===== config.mk =====
export PLATFORM = sky130hd
export DESIGN_NAME = vision_ctrl
export DESIGN_NICKNAME = d
export VERILOG_FILES = /design/src/rtl/vision_ctrl.sv
export SDC_FILE = /design/constraint.sdc
export NUM_CORES = 1
export LEC_CHECK = 0
export ABC_CLOCK_PERIOD_IN_PS = 2600
export BUFFER_PORTS_ARGS = -buffer_cell sky130_fd_sc_hd__buf_2
export CAP_MARGIN = 5
export CELL_PAD_IN_SITES_DETAIL_PLACEMENT = 0
export CELL_PAD_IN_SITES_GLOBAL_PLACEMENT = 1
export CORE_MARGIN = 2
export CORE_UTILIZATION = 47
export CTS_BUF_LIST = sky130_fd_sc_hd__clkbuf_16
export DETAILED_ROUTE_END_ITERATION = 10
export GPL_TIMING_DRIVEN = 0
export PLACE_DENSITY = 0.84
export SYNTH_ARGS = -nofsm -noshare
export SYNTH_HDL_FRONTEND = slang
export SYNTH_SLANG_ARGS = --single-unit

===== constraint.sdc =====
create_clock -name clk -period 2.6 [get_ports clk]
set_input_delay 0.13 -clock clk [delete_from_list [all_inputs] [get_ports clk]]
set_output_delay 0.13 -clock clk [all_outputs]
set_load 0.005 [all_outputs]

===== src/rtl/vision_ctrl.sv =====
// Frame-synchronous control for the vision pipeline: switch debounce, shadowed
// Cb/Cr thresholds committed only at frame start, and a free-running frame counter.
module vision_ctrl #(
    parameter logic [15:0] DEBOUNCE_CYCLES = 16'd50000,
    parameter logic [7:0]  TA_INIT         = 8'd70,
    parameter logic [7:0]  TB_INIT         = 8'd130,
    parameter logic [7:0]  TC_INIT         = 8'd140,
    parameter logic [7:0]  TD_INIT         = 8'd190
) (
    input  logic        clk,
    input  logic        rst_n,
    input  logic [3:0]  sw,
    input  logic        vsync_in,
    input  logic        cfg_valid,
    input  logic [1:0]  cfg_addr,
    input  logic [7:0]  cfg_data,
    output logic        cfg_ready,
    output logic [3:0]  mode_out,
    output logic [7:0]  ta,
    output logic [7:0]  tb,
    output logic [7:0]  tc,
    output logic [7:0]  td,
    output logic        cfg_pending,
    output logic        cfg_err,
    output logic [15:0] frame_cnt
);

    typedef enum logic [1:0] {IDLE, ARMED, COMMIT} state_t;

    state_t      state;
    logic [3:0]  sw_p0, sw_p1, sw_cand, sw_stable;
    logic [15:0] db_cnt;
    logic        vs_d1, vs_d2;
    logic        frame_start;
    logic        rst_done;
    logic        accept;
    logic        thr_ok;
    logic [7:0]  sh_ta, sh_tb, sh_tc, sh_td;

    function automatic logic thr_valid(input logic [7:0] a, input logic [7:0] b,
                                       input logic [7:0] c, input logic [7:0] d);
        return (a < b) && (c < d);
    endfunction

    assign frame_start = vs_d1 && !vs_d2;
    assign cfg_ready   = rst_done && (state != COMMIT) && !frame_start;
    assign accept      = cfg_valid && cfg_ready;
    assign thr_ok      = thr_valid(sh_ta, sh_tb, sh_tc, sh_td);

    // Switch synchroniser and debounce; counter saturates once the candidate is accepted
    always_ff @(posedge clk or negedge rst_n) begin
        if (!rst_n) begin
            sw_p0     <= 4'd0;
            sw_p1     <= 4'd0;
            sw_cand   <= 4'd0;
            sw_stable <= 4'd0;
            db_cnt    <= 16'd0;
        end else begin
            sw_p0 <= sw;
            sw_p1 <= sw_p0;
            if (sw_p1 != sw_cand) begin
                sw_cand <= sw_p1;
                db_cnt  <= 16'd0;
            end else if (db_cnt == DEBOUNCE_CYCLES - 16'd1) begin
                sw_stable <= sw_cand;
            end else begin
                db_cnt <= db_cnt + 16'd1;
            end
        end
    end

    // Frame-start detection, mode latch and frame counter
    always_ff @(posedge clk or negedge rst_n) begin
        if (!rst_n) begin
            vs_d1     <= 1'b0;
            vs_d2     <= 1'b0;
            rst_done  <= 1'b0;
            mode_out  <= 4'd0;
            frame_cnt <= 16'd0;
        end else begin
            vs_d1    <= vsync_in;
            vs_d2    <= vs_d1;
            rst_done <= 1'b1;
            if (frame_start) begin
                mode_out  <= sw_stable;
                frame_cnt <= frame_cnt + 16'd1;
            end
        end
    end

    // Write FSM, shadows and active thresholds
    always_ff @(posedge clk or negedge rst_n) begin
        if (!rst_n) begin
            state       <= IDLE;
            cfg_pending <= 1'b0;
            cfg_err     <= 1'b0;
            ta          <= TA_INIT;
            tb          <= TB_INIT;
            tc          <= TC_INIT;
            td          <= TD_INIT;
            sh_ta       <= TA_INIT;
            sh_tb       <= TB_INIT;
            sh_tc       <= TC_INIT;
            sh_td       <= TD_INIT;
        end else begin
            if (accept) begin
                case (cfg_addr)
                    2'd0:    sh_ta <= cfg_data;
                    2'd1:    sh_tb <= cfg_data;
                    2'd2:    sh_tc <= cfg_data;
                    default: sh_td <= cfg_data;
                endcase
            end
            case (state)
                IDLE: begin
                    if (accept) begin
                        state       <= ARMED;
                        cfg_pending <= 1'b1;
                    end
                end
                ARMED: begin
                    // accept is never high here when frame_start is, so the reload cannot race a write
                    if (frame_start) begin
                        state       <= COMMIT;
                        cfg_pending <= 1'b0;
                        if (thr_ok) begin
                            ta      <= sh_ta;
                            tb      <= sh_tb;
                            tc      <= sh_tc;
                            td      <= sh_td;
                            cfg_err <= 1'b0;
                        end else begin
                            cfg_err <= 1'b1;
                            sh_ta   <= ta;
                            sh_tb   <= tb;
                            sh_tc   <= tc;
                            sh_td   <= td;
                        end
                    end
                end
                COMMIT:  state <= IDLE;
                default: state <= IDLE;
            endcase
        end
    end

endmodule


## Word level (Yosys, flattened, before mapping)

Index checks and enable logic that the tools add are counted.

- Word-level logic and storage cells: 80
- Bits in writable memories: 0
- Latch bits: 0
- Bits of input ports: 18
- Memories: 0
- Bits in registers: 123
- ROM bits: 0

- Shift operators: 0
- $lt $le $gt $ge: 2
- Bitwise logic cells: 1
- Div/mod/pow operators: 0
- Mux-type cells: 29
- Eq/ne operators: 9
- Reduce and logical (&&, ||, !) cells: 16
- Multiply operators: 0
- Add/subtract/negate cells: 2

Operator list:

| kind | number |
|---|---|
| $mux 8 | 20 |
| $add 16x1->16 const B | 2 |
| $mux 16 | 2 |
| $eq 16x16->1 const B | 1 |
| $lt 8x8->1 | 2 |
| $ne 2x2->1 const B | 4 |
| $reduce_and 2->1 | 3 |
| $reduce_and 3->1 | 2 |
| $logic_and 1x1->1 | 5 |
| $eq 2x1->1 const B | 2 |
| $logic_not 2->1 | 2 |
| $mux 2 | 2 |
| $ne 4x4->1 | 1 |
| $pmux 2 s2 | 1 |
| $mux 1 | 3 |
| $reduce_or 3->1 | 1 |
| $eq 2x2->1 const B | 1 |
| $logic_not 1->1 | 2 |
| $pmux 1 s2 | 1 |
| $reduce_bool 2->1 | 1 |
| $not 1->1 | 1 |

## Depth between registers and ports, before layout

- Depth after elaboration: 9
- Depth in mapped cells: 8
- Gate-level depth less buffers: 7

## Least setup slack after synthesis

Ideal clock, no wire load.

- Path kind: flip-flop to flip-flop
- From: register sh_td[5]
- To: register ta[0]
- Stages on the path, launching flop included: 9
- Setup slack: 0.169 ns
- Arrival: 2.307 ns
- Path buffers: 1
- Cell sequence: dfstp_2 inv_1 ha_1 nand3_1 nand2_1 a221o_1 nor4_4 buf_6 mux2_2

- Cells in the longest elaborated chain, start to end: 3

Ends and longest elaborated chain:

| item | RTL line | text |
|---|---|---|
| start: declaration | 38 | `logic [7:0] sh_ta, sh_tb, sh_tc, sh_td;` |
| start signal: assignment | 111 | `default: sh_td <= cfg_data;` |
| start signal: assignment | 137 | `sh_td <= td;` |
| $lt 8x8->1 | 42 | `return (a < b) && (c < d);` |
| $logic_and 1x1->1 | 42 |  |
| $reduce_and 3->1 (no source line) | - |  |
| end signal: assignment | 127 | `ta <= sh_ta;` |
| end: declaration | 19 | `output logic [7:0] ta,` |

No other way between the ends.
A chain may end at the register's enable or synchronous reset.

## Final worst setup path

- From: register sh_tb[7]
- To: register sh_tc[5]

- Cells in the longest elaborated chain, start to end: 5

Ends and longest elaborated chain:

| item | RTL line | text |
|---|---|---|
| start: declaration | 38 |  |
| start signal: assignment | 109 | `2'd1: sh_tb <= cfg_data;` |
| start signal: assignment | 135 | `sh_tb <= tb;` |
| $lt 8x8->1 | 42 |  |
| $logic_and 1x1->1 | 42 |  |
| $mux 8 | 126 | `if (thr_ok) begin` |
| $mux 8 | 123 | `if (frame_start) begin` |
| $mux 8 | 114 | `case (state)` |
| end signal: assignment | 110 | `2'd2: sh_tc <= cfg_data;` |
| end signal: assignment | 136 | `sh_tc <= tc;` |
| end: declaration | 38 |  |

No other way between the ends.

==> flow_summary.toml <==
[detailed_routing]
drt-pass1-iter-count = 10
wire_per_inst_um = 16.1
vias = 3605
vias_per_cell = 5.24
drtIter0Drc = 195
drt.antenna.violating_nets = 0
drc_errors = 5
wl_um = 11100

[synthesis]
async_flop_share_pct = 100
ys_top_cells_by_count = "mux2_2 (98), dfrtp_1 (95), nand2_1 (30)"
synth-main-ff-cell = "dfrtp_1"
synth_cell_type_count = 39
synth_largest_area_cell = "dfrtp_1"
synth-warning-count = 0
syn_area_um2 = 5570
yosysSeqAreaShare_pct = 55.9
syn_nets = 464
yosys_register_bits = 123
ys_top_cells_by_area = "dfrtp_1 (43%), mux2_2 (20%), dfstp_2 (13%)"
yosysMostFrequentCell = "mux2_2"
postSynthCellCount = 430
synth_edf_count = 0
synth_top_cell_area_share_pct = 42.7
syn_avg_cell_area_um2 = 13.0

[global_routing]
grt-ovfl-total = 0
grt_pass1_wl_um = 18700
grt.total_usage_pct = 19.0
grt_antenna_before_repair = 0
grt_max_degree = 88
first_global_vias = 3891

[die]
die_h_um = 113
rows = 39
dieArea_um2 = 12700
initial_utilization_pct = 48.4
ios = 73
core_area_um2 = 11500
die_w_um = 113

[sta]
slew_headroom_pct = 46.7
final-max-slew-violation-count = 0
skew_ns = 0.00627
fin_crit_sh_pct = 96.7
hold_viol = 0
fmax_mhz = 398
rsz0062_at_grt = "yes"
finalSetupViolCount = 0
timing.final.crit_period_ns = 2.52
worstMarginPinSlew_ns = 0.795
fin_tns_setup_ns = 0

[clock_network]
cts_made_buffers = 17
clockRootBuffer = "clkbuf_16"
clock_sinks = 123
clockBufferDepth = 2
clock_latency_ns = 0.41
clkTransAtPathRegs_ns = 0.05
cts_max_level = 4
cts_tree = "done"

[run]
maxCapViolations = 0

[place]
placement.io_buffers = 72
placed_cell_area_um2 = 6140
hpwl_um = 7610
place_congestion = 0.754
dpl.cell_count = 646

[outcome]
violations = "design-rule violations"
status = "complete, but fails checks"

[hold_path]
hold_class = "in -> reg"

[final_layout]
final_cells = 688
fill_cells = 943
drive_above_1_share_pct = 44.0
fin_util_pct = 58.7
fin_area_um2 = 6760
diodes = 0
syn_to_final_growth_pct = 21.4
final_net_count = 566

[pwr]
powerDensity_nw_per_um2 = 1010
leakagePower_nw = 3.19
finalPower_mw = 6.81
ir_drop_mv = 0.627

[setup_path]
required_ns = 2.89
worstSetupPathType = "reg -> reg"
end_kind = "flip-flop"
arrival_ns = 2.81
r2r_setup_slack_ns = 0.08
start_kind = "flip-flop"
path_max_fanout = 10
per-layer routing:
metal	up-vias	global-route usage, %	part of all wire (%)	routed length (um)
met5	-	0	0	0
li1	1695	-	-	-
met3	13	7.07	5.2	582
met4	0	7.40	1.4	153
met2	74	31.4	51	5670
met1	1823	22.8	42	4690
stage by stage:
stage / worst slack (ns) / hold slack (ns)
after floorplan: 0.169 / -0.166
after global placement: -0.0697 / 0.241
after detailed placement: -0.0851 / 0.0503
after CTS: 0.0218 / 0.0676
after global routing: -0.0153 / 0.0937
final: 0.0846 / 0.0923
area by class of cell:
cell class / count / area (um^2) / share of cell area [%]
timing repair buffer: 83 / 484 / 7.16
buffer: 15 / 98.8 / 1.46
sequential: 123 / 3110 / 46.0
tap: 143 / 179 / 2.65
inverter: 20 / 75.1 / 1.11
multi-input combinational: 272 / 2300 / 34.0
clock buffer: 17 / 425 / 6.29
clock inverter: 15 / 90.1 / 1.33
where the power goes:
part,switching [mW],internal (mW),leakage (nW)
registers,0.387,2.55,1.53
logic,0.778,1.05,1.40
clock network,0.784,1.27,0.263
critical path, stage by stage, from the launching register on:
cell,delay [ns]
dfstp_2,0.53
inv_1,0.05
ha_1,0.31
nand4_1,0.12
nand2_1,0.06
a221o_1,0.32
buf_4,0.17
o31ai_4,0.23
buf_4,0.27
mux2_2,0.35
layout by cell type, fill, tap and decap left out, types with 3 or more instances in the layout:
cell | Yosys | final
clkinv_1 | 0 | 7
o21ai_0 | 5 | 5
inv_1 | 20 | 21
buf_6 | 3 | 3
nand3_1 | 12 | 12
nand2_1 | 30 | 30
dfstp_2 | 28 | 28
clkbuf_16 | 0 | 17
buf_4 | 3 | 7
mux2_2 | 98 | 98
nor2_1 | 24 | 24
dfrtp_1 | 95 | 95
clkinv_2 | 0 | 6
buf_2 | 0 | 71
nand4_1 | 10 | 10
clkbuf_1 | 9 | 9
a21oi_1 | 3 | 3
ha_1 | 16 | 16
nor3_1 | 7 | 7
xnor2_1 | 23 | 23
and3_1 | 5 | 5
or3_1 | 3 | 3
xor2_1 | 10 | 10
dlygate4sd3_1 | 0 | 6
state kept, by name, summed over array words and instances, names as in the netlist, 8 cells and up:
signal	cells
sh_td	8
frame_cnt	16
sh_tb	8
tb	8
sh_ta	8
ta	8
sh_tc	8
tc	8
db_cnt	16
td	8
final timing paths:
path	startpoint	endpoint	cells after the start
max	sh_tb[7]	sh_tc[5]	9
min	cfg_valid	state[0]	3
max reg2reg	sh_tb[7]	sh_tc[5]	9
min reg2reg	sw_p0[2]	sw_p1[2]	0
max in group asynchronous	rst_n	sh_ta[6]	3
min in group asynchronous	rst_n	frame_cnt[13]	2
repair_timing:
action | CTS | global route
pin swaps | 1 | 2
resized for setup | 0 | 3
hold buffers | 6 | 0
endpoints found under the hold margin | 41 | 0
buffers inserted | 2 | 2
endpoints found under the setup margin | 29 | 58
kinds of logic (layout without fill, tap and decap cells):
kind of cell	Yosys count	after routing	share of synthesized area, %
AO/OA/AOI/OAI	15	15	1.98
XOR/XNOR	33	33	5.19
adder cells (fa/ha/maj)	16	16	3.59
buffers and inverters	35	150	2.96
flip-flops	123	123	55.9
multiplexers	101	101	20.4
other	1	1	0.0673
AND/OR/NAND/NOR	106	106	9.93
No activity file was read; power rests on OpenSTA's default activity.
